**config.mk**
```make
export PLATFORM = sky130hd
export DESIGN_NAME = mem_fill_arbiter_flat
export DESIGN_NICKNAME = d
export VERILOG_FILES = /design/src/rtl/mem_fill_arbiter_if.sv /design/src/rtl/mem_fill_arbiter.sv /design/src/flat_wrapper.sv
export SDC_FILE = /design/constraint.sdc
export NUM_CORES = 1
export LEC_CHECK = 0
export BUFFER_PORTS_ARGS = -buffer_cell sky130_fd_sc_hd__buf_2
export CAP_MARGIN = 10
export CORE_UTILIZATION = 35
export DETAILED_ROUTE_END_ITERATION = 10
export PLACE_DENSITY_LB_ADDON = 0.2
export SLEW_MARGIN = 30
export SYNTH_ARGS = -nofsm -noshare
export SYNTH_HDL_FRONTEND = slang
export SYNTH_SLANG_ARGS = --single-unit
```
**constraint.sdc**
```tcl
create_clock -name clk -period 3.3 [get_ports clk]
set_input_delay 0.165 -clock clk [delete_from_list [all_inputs] [get_ports clk]]
set_output_delay 0.165 -clock clk [all_outputs]
set_load 0.02 [all_outputs]
```
**src/rtl/mem_fill_arbiter_if.sv**
```systemverilog
// Handshake bundle between the two cache miss handlers, the fill arbiter and
// the multi-cycle backing memory.
interface mem_fill_arbiter_if #(
    parameter int WORDS_PER_BLOCK = 8
);
    localparam int IDX_W = $clog2(WORDS_PER_BLOCK);

    logic             i_miss_req;
    logic [15:0]      i_miss_addr;
    logic             d_miss_req;
    logic [15:0]      d_miss_addr;
    logic             mem_en;
    logic [15:0]      mem_addr;
    logic             mem_data_valid;
    logic [15:0]      mem_data;
    logic             fill_valid;
    logic [15:0]      fill_data;
    logic [IDX_W-1:0] fill_word;
    logic             fill_to_d;
    logic             i_busy;
    logic             d_busy;
    logic             i_fill_done;
    logic             d_fill_done;

    // The arbiter side
    modport master (
        input  i_miss_req, i_miss_addr, d_miss_req, d_miss_addr,
        input  mem_data_valid, mem_data,
        output mem_en, mem_addr,
        output fill_valid, fill_data, fill_word, fill_to_d,
        output i_busy, d_busy, i_fill_done, d_fill_done
    );

    // The cache controllers plus memory model side
    modport slave (
        output i_miss_req, i_miss_addr, d_miss_req, d_miss_addr,
        output mem_data_valid, mem_data,
        input  mem_en, mem_addr,
        input  fill_valid, fill_data, fill_word, fill_to_d,
        input  i_busy, d_busy, i_fill_done, d_fill_done
    );
endinterface

```
**src/rtl/mem_fill_arbiter.sv**
```systemverilog
// Arbitrates I/D cache misses onto one backing memory and sequences each block
// fill: back-to-back word requests, latency-delayed returns, then a done strobe.
module mem_fill_arbiter #(
    parameter int WORDS_PER_BLOCK = 8,
    parameter int MEM_LATENCY     = 4
) (
    input logic               clk,
    input logic               rst_n,
    mem_fill_arbiter_if.master bus
);
    localparam int IDX_W = $clog2(WORDS_PER_BLOCK);
    localparam int CNT_W = IDX_W + 1;
    localparam logic [CNT_W-1:0] BLOCK_WORDS = CNT_W'(WORDS_PER_BLOCK);
    localparam logic [CNT_W-1:0] LAST_IDX    = CNT_W'(WORDS_PER_BLOCK - 1);
    localparam logic [15:0]      BLOCK_MASK  = ~16'(2 * WORDS_PER_BLOCK - 1);

    generate
        if (WORDS_PER_BLOCK < 2 || WORDS_PER_BLOCK > 16 ||
            (WORDS_PER_BLOCK & (WORDS_PER_BLOCK - 1)) != 0 || MEM_LATENCY < 1) begin : g_bad_params
            $error("mem_fill_arbiter: unsupported WORDS_PER_BLOCK/MEM_LATENCY");
        end
    endgenerate

    typedef enum logic [1:0] {
        IDLE,
        FILL,
        DONE
    } state_t;

    state_t           state;
    state_t           state_next;
    logic             owner_d;
    logic [15:0]      base;
    logic [CNT_W-1:0] issue_cnt;
    logic [CNT_W-1:0] ret_cnt;
    logic [CNT_W-1:0] addr_cnt;
    logic             grant;
    logic             grant_d;
    logic             issue_active;
    logic             word_ret;

    assign issue_active = (state == FILL) && (issue_cnt < BLOCK_WORDS);
    assign word_ret     = (state == FILL) && bus.mem_data_valid;

    always_ff @(posedge clk or negedge rst_n) begin
        if (!rst_n) begin
            state <= IDLE;
        end else begin
            state <= state_next;
        end
    end

    // D has fixed priority; DONE never arbitrates so a held request is seen fresh in IDLE
    always_comb begin
        state_next = state;
        grant      = 1'b0;
        grant_d    = 1'b0;
        case (state)
            IDLE: begin
                if (bus.d_miss_req) begin
                    grant      = 1'b1;
                    grant_d    = 1'b1;
                    state_next = FILL;
                end else if (bus.i_miss_req) begin
                    grant      = 1'b1;
                    state_next = FILL;
                end
            end
            FILL: begin
                if (word_ret && ret_cnt == LAST_IDX) begin
                    state_next = DONE;
                end
            end
            DONE:    state_next = IDLE;
            default: state_next = IDLE;
        endcase
    end

    always_ff @(posedge clk or negedge rst_n) begin
        if (!rst_n) begin
            owner_d   <= 1'b0;
            base      <= 16'h0000;
            issue_cnt <= '0;
            ret_cnt   <= '0;
        end else if (grant) begin
            owner_d   <= grant_d;
            base      <= (grant_d ? bus.d_miss_addr : bus.i_miss_addr) & BLOCK_MASK;
            issue_cnt <= '0;
            ret_cnt   <= '0;
        end else begin
            if (issue_active) begin
                issue_cnt <= issue_cnt + 1'b1;
            end
            if (word_ret) begin
                ret_cnt <= ret_cnt + 1'b1;
            end
        end
    end

    // Once every word is issued the address sticks at the last one requested
    assign addr_cnt = (issue_cnt == BLOCK_WORDS) ? LAST_IDX : issue_cnt;

    assign bus.mem_en      = issue_active;
    assign bus.mem_addr    = base + {{(15 - IDX_W){1'b0}}, addr_cnt[IDX_W-1:0], 1'b0};
    assign bus.fill_valid  = word_ret;
    assign bus.fill_data   = bus.mem_data;
    assign bus.fill_word   = ret_cnt[IDX_W-1:0];
    assign bus.fill_to_d   = (state != IDLE) && owner_d;
    assign bus.i_busy      = (state != IDLE) && !owner_d;
    assign bus.d_busy      = (state != IDLE) && owner_d;
    assign bus.i_fill_done = (state == DONE) && !owner_d;
    assign bus.d_fill_done = (state == DONE) && owner_d;
endmodule

```
**src/flat_wrapper.sv**
```systemverilog
// flat-port wrapper written by rule: the top's interface ports become plain ports
module mem_fill_arbiter_flat 
#(
    parameter int WORDS_PER_BLOCK = 8,
    parameter int MEM_LATENCY     = 4
)
  (clk, rst_n, bus_i_miss_req, bus_i_miss_addr, bus_d_miss_req, bus_d_miss_addr, bus_mem_data_valid, bus_mem_data, bus_mem_en, bus_mem_addr, bus_fill_valid, bus_fill_data, bus_fill_word, bus_fill_to_d, bus_i_busy, bus_d_busy, bus_i_fill_done, bus_d_fill_done);
  mem_fill_arbiter_if #(.WORDS_PER_BLOCK(WORDS_PER_BLOCK)) bus_i ();
  input logic clk;
  input logic rst_n;
  input wire logic [$bits(bus_i.i_miss_req)-1:0] bus_i_miss_req;
  input wire logic [$bits(bus_i.i_miss_addr)-1:0] bus_i_miss_addr;
  input wire logic [$bits(bus_i.d_miss_req)-1:0] bus_d_miss_req;
  input wire logic [$bits(bus_i.d_miss_addr)-1:0] bus_d_miss_addr;
  input wire logic [$bits(bus_i.mem_data_valid)-1:0] bus_mem_data_valid;
  input wire logic [$bits(bus_i.mem_data)-1:0] bus_mem_data;
  output wire logic [$bits(bus_i.mem_en)-1:0] bus_mem_en;
  output wire logic [$bits(bus_i.mem_addr)-1:0] bus_mem_addr;
  output wire logic [$bits(bus_i.fill_valid)-1:0] bus_fill_valid;
  output wire logic [$bits(bus_i.fill_data)-1:0] bus_fill_data;
  output wire logic [$bits(bus_i.fill_word)-1:0] bus_fill_word;
  output wire logic [$bits(bus_i.fill_to_d)-1:0] bus_fill_to_d;
  output wire logic [$bits(bus_i.i_busy)-1:0] bus_i_busy;
  output wire logic [$bits(bus_i.d_busy)-1:0] bus_d_busy;
  output wire logic [$bits(bus_i.i_fill_done)-1:0] bus_i_fill_done;
  output wire logic [$bits(bus_i.d_fill_done)-1:0] bus_d_fill_done;
  assign bus_i.i_miss_req = bus_i_miss_req;
  assign bus_i.i_miss_addr = bus_i_miss_addr;
  assign bus_i.d_miss_req = bus_d_miss_req;
  assign bus_i.d_miss_addr = bus_d_miss_addr;
  assign bus_i.mem_data_valid = bus_mem_data_valid;
  assign bus_i.mem_data = bus_mem_data;
  assign bus_mem_en = bus_i.mem_en;
  assign bus_mem_addr = bus_i.mem_addr;
  assign bus_fill_valid = bus_i.fill_valid;
  assign bus_fill_data = bus_i.fill_data;
  assign bus_fill_word = bus_i.fill_word;
  assign bus_fill_to_d = bus_i.fill_to_d;
  assign bus_i_busy = bus_i.i_busy;
  assign bus_d_busy = bus_i.d_busy;
  assign bus_i_fill_done = bus_i.i_fill_done;
  assign bus_d_fill_done = bus_i.d_fill_done;
  mem_fill_arbiter #(.WORDS_PER_BLOCK(WORDS_PER_BLOCK), .MEM_LATENCY(MEM_LATENCY)) u_core (.clk(clk), .rst_n(rst_n), .bus(bus_i));
endmodule
```
== Word-level counts from Yosys, hierarchy flattened ==
Index checks and enable logic that the tools add are counted.
Word-level totals
  bits in registers: 23
  input port bits: 53
  output and inout port bits: 42
  word-level logic and storage cells: 43
Operators by class
  add/sub/neg operators: 3
  $lt $le $gt $ge: 1
  equality and inequality tests: 6
  muxes and demuxes: 15
  reductions and logical operators: 13
Operator list (count)
  16-bit by 4-bit adder with 16-bit output: 1
  16-bit 2-to-1 mux: 1
  4-bit 2-to-1 mux: 4
  4-bit by 1-bit adder with 4-bit output (second input constant): 2
  1-bit logical AND: 7
  2-bit 2-to-1 mux: 3
  2-bit nonzero test: 3
  1-bit 2-to-1 mux: 5
  4-bit by 3-bit equality test with 1-bit output (second input constant): 1
  4-bit equality test (second input constant): 1
  4-bit < comparator (second input constant): 1
  2-bit case mux with 2 select lines: 1
  3-bit 2-to-1 mux: 1
  3-bit != test (second input constant): 1
  2-bit by 1-bit equality test with 1-bit output (second input constant): 1
  2-bit equality test (second input constant): 1
  2-bit logical NOT: 1
  2-bit != test (second input constant): 1
  2-bit AND reduction: 1
  1-bit logical NOT: 1

== Longest topological paths before layout ==
  depth in word-level cells: 5
  mapped depth: 6

== Least setup slack after synthesis ==
No wires, ideal clock.
  path kind: register to output
  from: reg u_core.state[0]
  to: out bus_fill_to_d
  arrival: 1.363 ns
  data required time: 3.135 ns
  setup slack: 1.772 ns
  cell stages (with the launch flop): 7
  buffers on the path: 4
  cell sequence: dfrtp_1 -> buf_6 -> or2_1 -> buf_6 -> buf_6 -> and2_1 -> buf_4
On the way
  longest elaborated chain between the ends: 2
Ends and longest elaborated chain
  start, declared: line mem_fill_arbiter.sv:30  | state_t state;
  start signal, assigned: line mem_fill_arbiter.sv:49  | state <= state_next;
  2-bit nonzero test
  1-bit logical AND
  end, declared: line flat_wrapper.sv:22  | output wire logic [$bits(bus_i.fill_to_d)-1:0] bus_fill_to_d;
Every way passes these cells.

== Final worst setup path ==
  from: reg u_core.state[1]
  to: out bus_fill_to_d
On the way
  longest elaborated chain between the ends: 2
Ends and longest elaborated chain
  2-bit nonzero test: line mem_fill_arbiter.sv:108  | assign bus.fill_to_d = (state != IDLE) && owner_d;
  1-bit logical AND: line mem_fill_arbiter.sv:108
Every way passes these cells.

==> impl_metrics.ini <==
[run_status]
run_status = finished clean

[critical_path]
worst_ep_required_time_ns = 3.13
setup.worst_path.start_class = register
timing.critical_path.max_delay_family = simple AND/OR/NAND/NOR gates
rr_endpoint = u_core.base[4]
worstPathArrival_ns = 1.74
timing.reg2reg.setup_slack_ns = 1.63
worst-setup-path-type = register to primary output
critPathSlowestCell = dfrtp_1
worstPathBufferInverterCount = 1
regToRegStartpoint = u_core.state[0]
worstSetupPathDepth = 3
cp_cell_sequence = or2_1 -> and2_1 -> buf_2
worst_path_largest_cell_delay_ns = 0.55
critical_path.max_fanout = 14
ff2ff_path_depth = 3
worst_setup_path_end_kind = primary output

[layout]
multi_input_area_sq_um = 622
finalCoreUtilization = 0.419
final_net_count = 236
final_layout_size_suffix_gt1_frac = 0.346
filler_cell_count = 378
antennaDiodeCount = 0
area_growth_syn_to_fin_pct = 10.8
seqCellArea_sq_um = 576
postLayoutCellArea_sq_um = 1590

[sta]
final.period_utilization = 0.579
max_slew.worst_pin.slew_ns = 0.903
setup_repair_after_global_routing_missed_its_margin = no
timing.fmax_ghz = 0.524
timing.max_slew.rel_slack = 0.395
maxSlewViolCount = 0
final_critical_path_setup_slack_ns = 1.39
finClkSkew_ns = 0.00412
final_hold_viol_count = 0
final.min_clock_period_ns = 1.91
setup-violations-final = 0
final.setup.tns_ns = 0

[yosys]
synth-seq-cells = 23
synth_top_cell_by_area = dfrtp_1
yosys_warnings = 0
synth_top_cells_by_area = dfrtp_1 (40%), buf_4 (12%), a22oi_1 (6.3%)
syn_inst = 151
synth.distinct_cells = 34
syn_area_sq_um = 1440
fraction_of_post_synthesis_cell_area_in_the_top_cell_type_by_area = 0.401
yosysSeqAreaShare = 0.401
synthesis.area_per_instance_sq_um = 9.50
synth_fp_nets = 207

[clocking]
clk_root_buffer_cell = clkbuf_8
clk_transition_reported_paths_ns = 0.08
post_cts.resized_instances = 0
tritoncts = built
source_to_sink_clock_delay_at_the_later_pin_of_the_worst_skew_pair_ns = 0.26
cts_buffers = 3
ctsLongestPathBuffers = 2
cts_sinks = 23
cts_max_level = 1
cts.repair_timing.setup_buffer_count = 0

[floorplanning]
die_footprint_sq_um = 4360
die_height_um = 66.0
placementRows = 22
io-pin-count = 95
initial_core_util = 0.378
die_w_um = 66.0
core_area_sq_um = 3800

[global_route]
grt_pass1_vias = 1121
gr-usage-all-layers = 0.145
grt-ovfl-total = 0
grt_antenna_before_repair = 0
grt_start_max_net_pins = 27
grt_first_pass_wirelength_um = 4940

[detailed_routing]
route.detailed.wl_per_inst_um = 14.2
route.final.wire_length_um = 3220
detailedRoute.firstPassIterationCount = 4
drt_first_iter_violations = 37
drc = 0
detail_route.vias_per_cell = 5.21
num_vias = 1183
ant_nets = 0

[run]
drv.max_cap_violation_count = 0

[place]
preCtsSetupSlack_ns = 1.57
dpl.hpwl_um = 2310
dpl_cell_area_sq_um = 1530
io_buffer_count = 53
last_weighted_congestion_value_of_the_routability_driven_placer = 0.752

[power_and_ir_drop]
p_leak_nw = 0.735
vdd.ir_drop.worst_mv = 0.542
p_per_area_nw_per_um2 = 957

[worst_hold_path]
min_to = u_core.base[10]
whs_path_depth = 3
worst_hold_startpoint = bus_d_miss_addr[10]
hp-class = input port to register
[power by group]
part	leakage [nW]	switching, W	internal [W]	total [W]
clock network	0.0255	0.0000876	0.0000841	0.000172
registers	0.268	0.000125	0.000413	0.000537
logic	0.441	0.000477	0.000337	0.000813
total	0.735	0.000689	0.000833	0.00152
[sequential cells by signal, indices dropped and copies added (netlist names)]
name              flops
u_core.base          12
u_core.issue_cnt      4
u_core.ret_cnt        4
u_core.state          2
u_core.owner_d        1
[what timing repair did]
action | 4_1_cts | 5_1_grt
endpoints found under the hold margin | 23 | 0
setup endpoints to repair | 0 | 0
hold buffers | 1 | 0
[routing by layer]
metal	vias up	global-route usage	routed length (um)
met5	-	0	0
li1	566	-	-
met2	36	0.260	1550
met1	563	0.168	1390
met4	0	0.0665	68
met3	18	0.0207	209
[cell usage after synthesis]
cell / count
ha_1: 3
a31oi_1: 12
nor3_1: 1
a21oi_1: 2
nor3b_1: 1
conb_1: 1
and4bb_2: 1
nor2_1: 9
buf_4: 22
o21ai_1: 9
nand2b_1: 1
nor2_4: 1
xnor2_1: 3
or2_1: 1
clkbuf_1: 1
a41oi_1: 1
inv_1: 3
nand4b_1: 2
nand2_1: 5
buf_2: 3
mux2i_1: 1
nand3_1: 1
a22oi_1: 12
nor2b_1: 13
buf_6: 4
o21ai_0: 6
nand3b_1: 1
xor2_1: 1
a21o_1: 2
and3b_1: 1
nor3b_2: 2
and2_1: 1
or3_1: 1
dfrtp_1: 23
[worst max path at each step]
stage	startpoint	endpoint	slack [ns]
floorplan	u_core.state[0]	bus_fill_to_d	1.77
global placement	u_core.state[0]	u_core.base[9]	1.66
detailed placement	u_core.state[1]	u_core.base[11]	1.57
CTS	u_core.state[0]	bus_i_busy	1.32
global route	u_core.state[1]	bus_fill_to_d	1.31
finish	u_core.state[1]	bus_fill_to_d	1.39
[placed cells by master, fill, tap and decap left out]
cell type      netlist  routed
nand3b_1             1       1
nor2_2               0       1
nor2b_1             13      13
nor2_1               9       8
ha_1                 3       3
nor3b_2              2       2
a31oi_1             12      12
nor2_4               1       1
nand4b_1             2       2
o21ai_1              9       9
xnor2_1              3       3
and4bb_2             1       1
a21oi_1              2       2
xor2_1               1       1
nand2_1              5       5
and2_1               1       1
o21ai_0              6       6
nor3b_1              1       1
inv_1                3       3
and3b_1              1       1
or2_1                1       1
mux2i_1              1       1
clkinv_2             0       1
or3_1                1       1
nor3_1               1       1
clkbuf_8             0       3
nand3_1              1       1
a21o_1               2       2
conb_1               1       1
a22oi_1             12      12
a41oi_1              1       1
dlygate4sd3_1        0       1
dfrtp_1             23      23
nand2b_1             1       1
buf_2                3      53
[worst min-delay path, stage by stage]
cell and delay [ns]:
buf_2 0.07, a22oi_1 0.05, o21ai_0 0.07
[final cells by class]
class	instances	area share
Clock buffer	3	0.0260
Clock inverter	1	0.00315
Inverter	3	0.00708
Multi-Input combinational cell	95	0.391
Sequential cell	23	0.362
Tap cell	48	0.0378
Timing Repair Buffer	54	0.173
[through the flow]
step,power [W],instances,hold slack (ns)
6_report,0.00152,227,0.138
3_3_place_gp,0.00133,222,0.172
4_1_cts,0.00154,227,0.137
2_1_floorplan,0.00120,151,-0.131
5_1_grt,0.00164,227,0.148
3_5_place_dp,0.00136,222,0.172
[logic make-up after synthesis]
| family | synth area share |
|---|---|
| compound gates | 0.191 |
| simple gates | 0.180 |
| buf+inv | 0.167 |
| flops | 0.401 |
| xor+xnor | 0.0244 |
| fa+ha+maj | 0.0262 |
| other cells | 0.00261 |
| mux | 0.00697 |
(Power assumes the default switching activity.)
